[src/rtl/xbar_resp_core.sv]
// Response crossbar: steers bank responses to the channel index each bank echoes back.
// Per-channel round-robin arbitration over banks feeding a one-entry registered output slot.
module xbar_resp_core #(
    parameter int NumBanks    = 4,
    parameter int NumChannels = 3,
    parameter int ChanWidth   = 2,
    parameter int DataWidth   = 128,
    parameter int IdWidth     = 7,
    localparam int BankW      = (NumBanks > 1) ? $clog2(NumBanks) : 1
) (
    input  logic                             clk,
    input  logic                             rst_n,
    input  logic [NumBanks-1:0]              d_bank_resp_valid,
    output logic [NumBanks-1:0]              d_bank_resp_ready,
    input  logic [NumBanks*ChanWidth-1:0]    d_bank_resp_chan,
    input  logic [NumBanks*DataWidth-1:0]    d_bank_resp_data,
    input  logic [NumBanks*IdWidth-1:0]      d_bank_resp_id,
    output logic [NumChannels-1:0]           u_channel_resp_valid,
    input  logic [NumChannels-1:0]           u_channel_resp_ready,
    output logic [NumChannels*DataWidth-1:0] u_channel_resp_data,
    output logic [NumChannels*IdWidth-1:0]   u_channel_resp_id,
    output logic [NumChannels*BankW-1:0]     u_channel_resp_bank,
    output logic                             resp_err
);

    logic [NumChannels-1:0]                valid_q;
    logic [NumChannels-1:0][DataWidth-1:0] data_q;
    logic [NumChannels-1:0][IdWidth-1:0]   id_q;
    logic [NumChannels-1:0][BankW-1:0]     bank_q;
    logic [NumChannels-1:0][BankW-1:0]     rr_q;
    logic [NumChannels-1:0][BankW-1:0]     rr_d;
    logic                                  resp_err_q;
    logic                                  resp_err_d;

    logic [NumChannels-1:0]                gnt_vld;
    logic [NumChannels-1:0][BankW-1:0]     gnt_idx;
    logic [NumChannels-1:0][DataWidth-1:0] gnt_data;
    logic [NumChannels-1:0][IdWidth-1:0]   gnt_id;
    logic [NumBanks-1:0]                   bank_ready;

    always_comb begin
        int unsigned chan_u;
        int unsigned idx;
        bank_ready = '0;
        resp_err_d = 1'b0;
        gnt_vld    = '0;
        gnt_idx    = '0;
        gnt_data   = '0;
        gnt_id     = '0;
        rr_d       = rr_q;
        chan_u     = 0;
        idx        = 0;

        // Out-of-range channel indices are swallowed immediately and flagged.
        for (int unsigned b = 0; b < NumBanks; b++) begin
            chan_u = 32'(d_bank_resp_chan[b*ChanWidth +: ChanWidth]);
            if (d_bank_resp_valid[b] && chan_u >= NumChannels) begin
                bank_ready[b] = 1'b1;
                resp_err_d    = 1'b1;
            end
        end

        for (int unsigned c = 0; c < NumChannels; c++) begin
            if (!valid_q[c] || u_channel_resp_ready[c]) begin
                for (int unsigned off = 0; off < NumBanks; off++) begin
                    idx    = (32'(rr_q[c]) + off) % NumBanks;
                    chan_u = 32'(d_bank_resp_chan[idx*ChanWidth +: ChanWidth]);
                    if (!gnt_vld[c] && d_bank_resp_valid[idx] && chan_u == c) begin
                        gnt_vld[c]      = 1'b1;
                        gnt_idx[c]      = BankW'(idx);
                        gnt_data[c]     = d_bank_resp_data[idx*DataWidth +: DataWidth];
                        gnt_id[c]       = d_bank_resp_id[idx*IdWidth +: IdWidth];
                        bank_ready[idx] = 1'b1;
                        rr_d[c]         = BankW'((idx + 1) % NumBanks);
                    end
                end
            end
        end

        d_bank_resp_ready = bank_ready & {NumBanks{rst_n}};
    end

    always_ff @(posedge clk or negedge rst_n) begin
        if (!rst_n) begin
            valid_q    <= '0;
            data_q     <= '0;
            id_q       <= '0;
            bank_q     <= '0;
            rr_q       <= '0;
            resp_err_q <= 1'b0;
        end else begin
            resp_err_q <= resp_err_d;
            rr_q       <= rr_d;
            for (int unsigned c = 0; c < NumChannels; c++) begin
                if (gnt_vld[c]) begin
                    valid_q[c] <= 1'b1;
                    data_q[c]  <= gnt_data[c];
                    id_q[c]    <= gnt_id[c];
                    bank_q[c]  <= gnt_idx[c];
                end else if (u_channel_resp_ready[c]) begin
                    valid_q[c] <= 1'b0;
                end
            end
        end
    end

    assign u_channel_resp_valid = valid_q;
    assign u_channel_resp_data  = data_q;
    assign u_channel_resp_id    = id_q;
    assign u_channel_resp_bank  = bank_q;
    assign resp_err             = resp_err_q;

endmodule

[config.mk]
export PLATFORM = sky130hd
export DESIGN_NAME = xbar_resp_core
export DESIGN_NICKNAME = d
export VERILOG_FILES = /design/src/rtl/xbar_resp_core.sv
export SDC_FILE = /design/constraint.sdc
export NUM_CORES = 2
export LEC_CHECK = 0
export ABC_AREA = 1
export CORE_MARGIN = 1
export CORE_UTILIZATION = 40
export CTS_CLUSTER_SIZE = 8
export DETAILED_ROUTE_END_ITERATION = 6
export SLEW_MARGIN = 20
export SYNTH_ARGS = -nofsm -noshare
export SYNTH_HDL_FRONTEND = slang
export SYNTH_SLANG_ARGS = --single-unit
[constraint.sdc]
create_clock -name clk -period 4.6 [get_ports clk]
set_input_delay 0.92 -clock clk [delete_from_list [all_inputs] [get_ports clk]]
set_output_delay 0.92 -clock clk [all_outputs]
set_load 0.05 [all_outputs]
==> run_results.csv <==
group,metric,value,unit
run_status,status,"finished, final reports clean",
cts,clk_latency,0.69,ns
setup_path,cp-end-kind,"output port",
cells_and_area,post-route-util,48.93,%
sta,whs,0.1528,ns
setup_path,path_max_fanout,12,
pwr,p_seq_share,11.4,%
synthesis,syn_area,57620,um2
synthesis,yosys_warnings,0,
synthesis,synth_top_family_by_area,"simple AND/OR/NAND/NOR gates",
synthesis,syn_area_per_cell,5.347,um2
setup_path,startpoint_type,"input port",
synthesis,synthAdderAreaFrac,0.3474,%
sta,fin_ws,0.01881,ns
synthesis,synth_seq_area_share,18.28,%
global_routing,grt_usage,39.38,%
sta,fin_setup_tns,0,ns
pwr,p_clk_share,7.8,%
sta,fmaxAchievable,0.2183,GHz
floorplan,io_pins,976,
place,gp_congestion,0.9018,
setup_path,crit_top_cell,"nand2_1",
pwr,sw_frac_of_total,64.23,%
sta,clock_skew,0.02764,ns
setup_path,cp_data_arrival_time,3.66,ns
routing,ant_nets,0,
global_routing,grt_max_degree,313,
job,maxCapViolCount,0,
worst_hold_path,worstHoldPathType,"input port to asynchronous set/reset pin",
cells_and_area,finalNetCount,11550,
sta,rsz0062_at_grt,"false",
cts,cts_max_level,3,
pwr,combinationalPowerShare,80.8,%
floorplan,die_h,381.5,um
global_routing,use_met2,59.81,%
setup_path,crit_type,"input port to output port",
synthesis,synth-simple-area-share,37.64,%
place,place_inst,12790,
routing,first_pass_iters,6,
place,dpl_cell_area,67200,um2
cells_and_area,layout.cells.non_filler,12960,
floorplan,die-area,145600,um2
global_routing,use_met1,49.69,%
cells_and_area,areaGrowthSynthToFinish,20.83,%
floorplan,core.rowCount,138,
sta,setup_violations,0,
floorplan,die_w,381.5,um
sta,worst_pin_slew,1.133,ns
synthesis,muxShareOfSynthArea,0,%
pwr,ir_drop,0.0009662,V
sta,fin_crit_sh,99.59,%
synthesis,syn_inst,10780,
setup_path,crit_required,3.68,ns
global_routing,grt_pass1_vias,68320,
cts,cts_hold_buf,0,
synthesis,synth_top_area_share,28.06,%
sta,relSlewSlack,24.44,%
cts,clk_pin_slew,0.06,ns
cts,clk_path_buf_depth,3,
routing,vias,77900,
pwr,total_leakage_power,29.41,nW
global_routing,grt_busiest_layer,"met2",
pwr,power.internal,24.39,mW
cts,numClockSinks,421,
global_routing,use_met3,8.956,%
setup_path,slowest_delay,0.55,ns
global_routing,grt_overflow,0,
setup_path,slowest_stage,"clkdlybuf4s50_1",
synthesis,ys_ff_latch,421,
floorplan,core_area,142300,um2
cts,cts_root_buffer,"clkbuf_16",
synthesis,synth_compound_area_share,33.52,%
global_routing,grt_first_pass_wirelength,441000,um
floorplan,initial_core_util,40.50,%
global_routing,antenna_found_initial,71,
routing,via_per_inst,6.013,
synthesis,synth_xor_area_share,0.03040,%
routing,wl_per_cell,23.29,um
cells_and_area,final_area,69620,um2
setup_path,ff2ff_path_depth,10,
sta,drv_slew,0,
routing,routed_wirelength,301700,um
routing,drt-initial-drc-count,9576,
sta,report.final.hold_viol_count,0,
cells_and_area,drive_gt1_share,2.660,%
place,io_buffers,975,
place,place_ws,0.09689,ns
pwr,p_switching,43.80,mW
synthesis,syn_nets,11350,
pwr,power.density,979.5,nW/um2
setup_path,crit_path_cell_trace,"clkdlybuf4s50_1 -> inv_1 -> nand2_1 -> nand2_1 -> nor2_1 -> nand2_8 -> nand2_2 -> nor2_4 -> nand3_1 -> nand3_1 -> nand2_1 -> nand2_1 -> nor2_1 -> buf_4 -> nor2_1 -> buf_12",
synthesis,synth_cell_type_count,30,
cts,cts_tree,"done",
synthesis,synth_top_area_cell,"nand2_1",
cts,numCtsBuffers,68,
routing,drc,0,
synthesis,synth_area_leaders,"nand2_1, o21ai_0, dfrtp_1, o211ai_1, nand3_1",
place,dp_hpwl,188600,um
sta,period_needed,4.581,ns
pwr,fin_total_pwr,68.20,mW
==> final timing paths <==
check                                                     start                              endpoint  slack [ns]
max in group asynchronous                                 rst_n   u_channel_resp_data[61]$_DFFE_PN0P_        2.57
max                                        d_bank_resp_valid[2]                  d_bank_resp_ready[3]        0.02
max reg2reg                                 rr_q[0]$_DFFE_PN0P_  u_channel_resp_data[125]$_DFFE_PN0P_        0.64
min reg2reg                u_channel_resp_data[259]$_DFFE_PN0P_  u_channel_resp_data[259]$_DFFE_PN0P_        0.48
min                                                       rst_n  u_channel_resp_data[102]$_DFFE_PN0P_        0.15
min in group clk           u_channel_resp_data[259]$_DFFE_PN0P_  u_channel_resp_data[259]$_DFFE_PN0P_        0.48
==> what timing repair did <==
action	CTS	global route
gates cloned	2	1
pin swaps	1	0
setup endpoints to repair	3	4
buffers inserted	3	1
hold endpoints to repair	0	0
gates resized for setup	7	11
==> final cells by class <==
cell class,count,area (um2)
Antenna cell,50,125.1
Clock buffer,104,1971
Clock inverter,7,115.1
Fill cell,14850,72650
Inverter,377,1551
Multi-Input combinational cell,8990,41380
Sequential cell,421,10550
Tap cell,1890,2365
Timing Repair Buffer,1115,11550
Timing Repair inverter,2,17.52
==> flip-flops by register name, indices dropped and copies added (netlist names) <==
| name | cells |
|---|---|
| resp_err | 1 |
| rr_q | 6 |
| u_channel_resp_bank | 6 |
| u_channel_resp_data | 384 |
| u_channel_resp_id | 21 |
| u_channel_resp_valid | 3 |
==> power by group through the flow <==
stage | clock, mW | sequential (mW) | combinational, mW
floorplan | 0 | 12.3 | 32.4
global placement | 0 | 7.73 | 52.5
detailed placement | 0 | 7.67 | 53.5
CTS | 5.35 | 7.68 | 53.9
global route | 5.45 | 7.82 | 59.8
finish | 5.30 | 7.80 | 55.1
==> routing by layer <==
metal	part of all wire [%]	wire length, um
met3	11	32820
met1	39	118000
met2	43	129800
met5	0.097	294
met4	6.9	20860
==> cells by family (layout without fill, tap and decap cells) <==
group	count (synthesis)	after routing
AO/OA/AOI/OAI	3508	3508
XOR/XNOR	2	2
adder cells (fa/ha/maj)	16	16
buffers and inverters	1365	1605
flip-flops	421	421
other	0	50
AND/OR/NAND/NOR	5464	5464
==> synth_stat cells <==
cell type / instances
nand2_1: 4308
o21ai_0: 2294
o211ai_1: 697
nand3_1: 535
clkbuf_1: 533
nor2_1: 453
dfrtp_1: 421
inv_1: 359
buf_2: 319
a21oi_1: 308
o21ai_1: 207
nand4_1: 139
buf_1: 73
buf_4: 37
buf_6: 26
ha_1: 16
inv_2: 14
nand2_2: 13
inv_4: 3
nand2_4: 3
nor2_2: 3
nor2_4: 3
nor2_8: 3
nand3_2: 2
xor2_1: 2
a211oi_1: 1
clkinv_1: 1
nand3_4: 1
nor3_1: 1
o21ai_4: 1
==> cell usage in the layout (no fill, tap or decap), types with 5 or more instances in the layout <==
master | netlist | routed
nand2_1 | 4308 | 4306
o21ai_0 | 2294 | 2294
clkdlybuf4s50_1 | 0 | 970
o211ai_1 | 697 | 697
nand3_1 | 535 | 535
nor2_1 | 453 | 451
dfrtp_1 | 421 | 416
inv_1 | 359 | 357
a21oi_1 | 308 | 308
o21ai_1 | 207 | 207
nand4_1 | 139 | 139
buf_4 | 37 | 83
clkbuf_16 | 0 | 71
buf_12 | 0 | 52
diode_2 | 0 | 50
clkbuf_1 | 533 | 26
inv_6 | 0 | 14
ha_1 | 16 | 13
nand2_2 | 13 | 8
clkbuf_8 | 0 | 8
nand2_8 | 0 | 7
buf_6 | 26 | 5
dfrtp_4 | 0 | 5
==> critical path, delay by kind of cell <==
family,cells,cell delay (ns)
buf+inv,4,1.10
simple gates,12,1.63
Note: power is estimated with default switching activity, not from simulation.
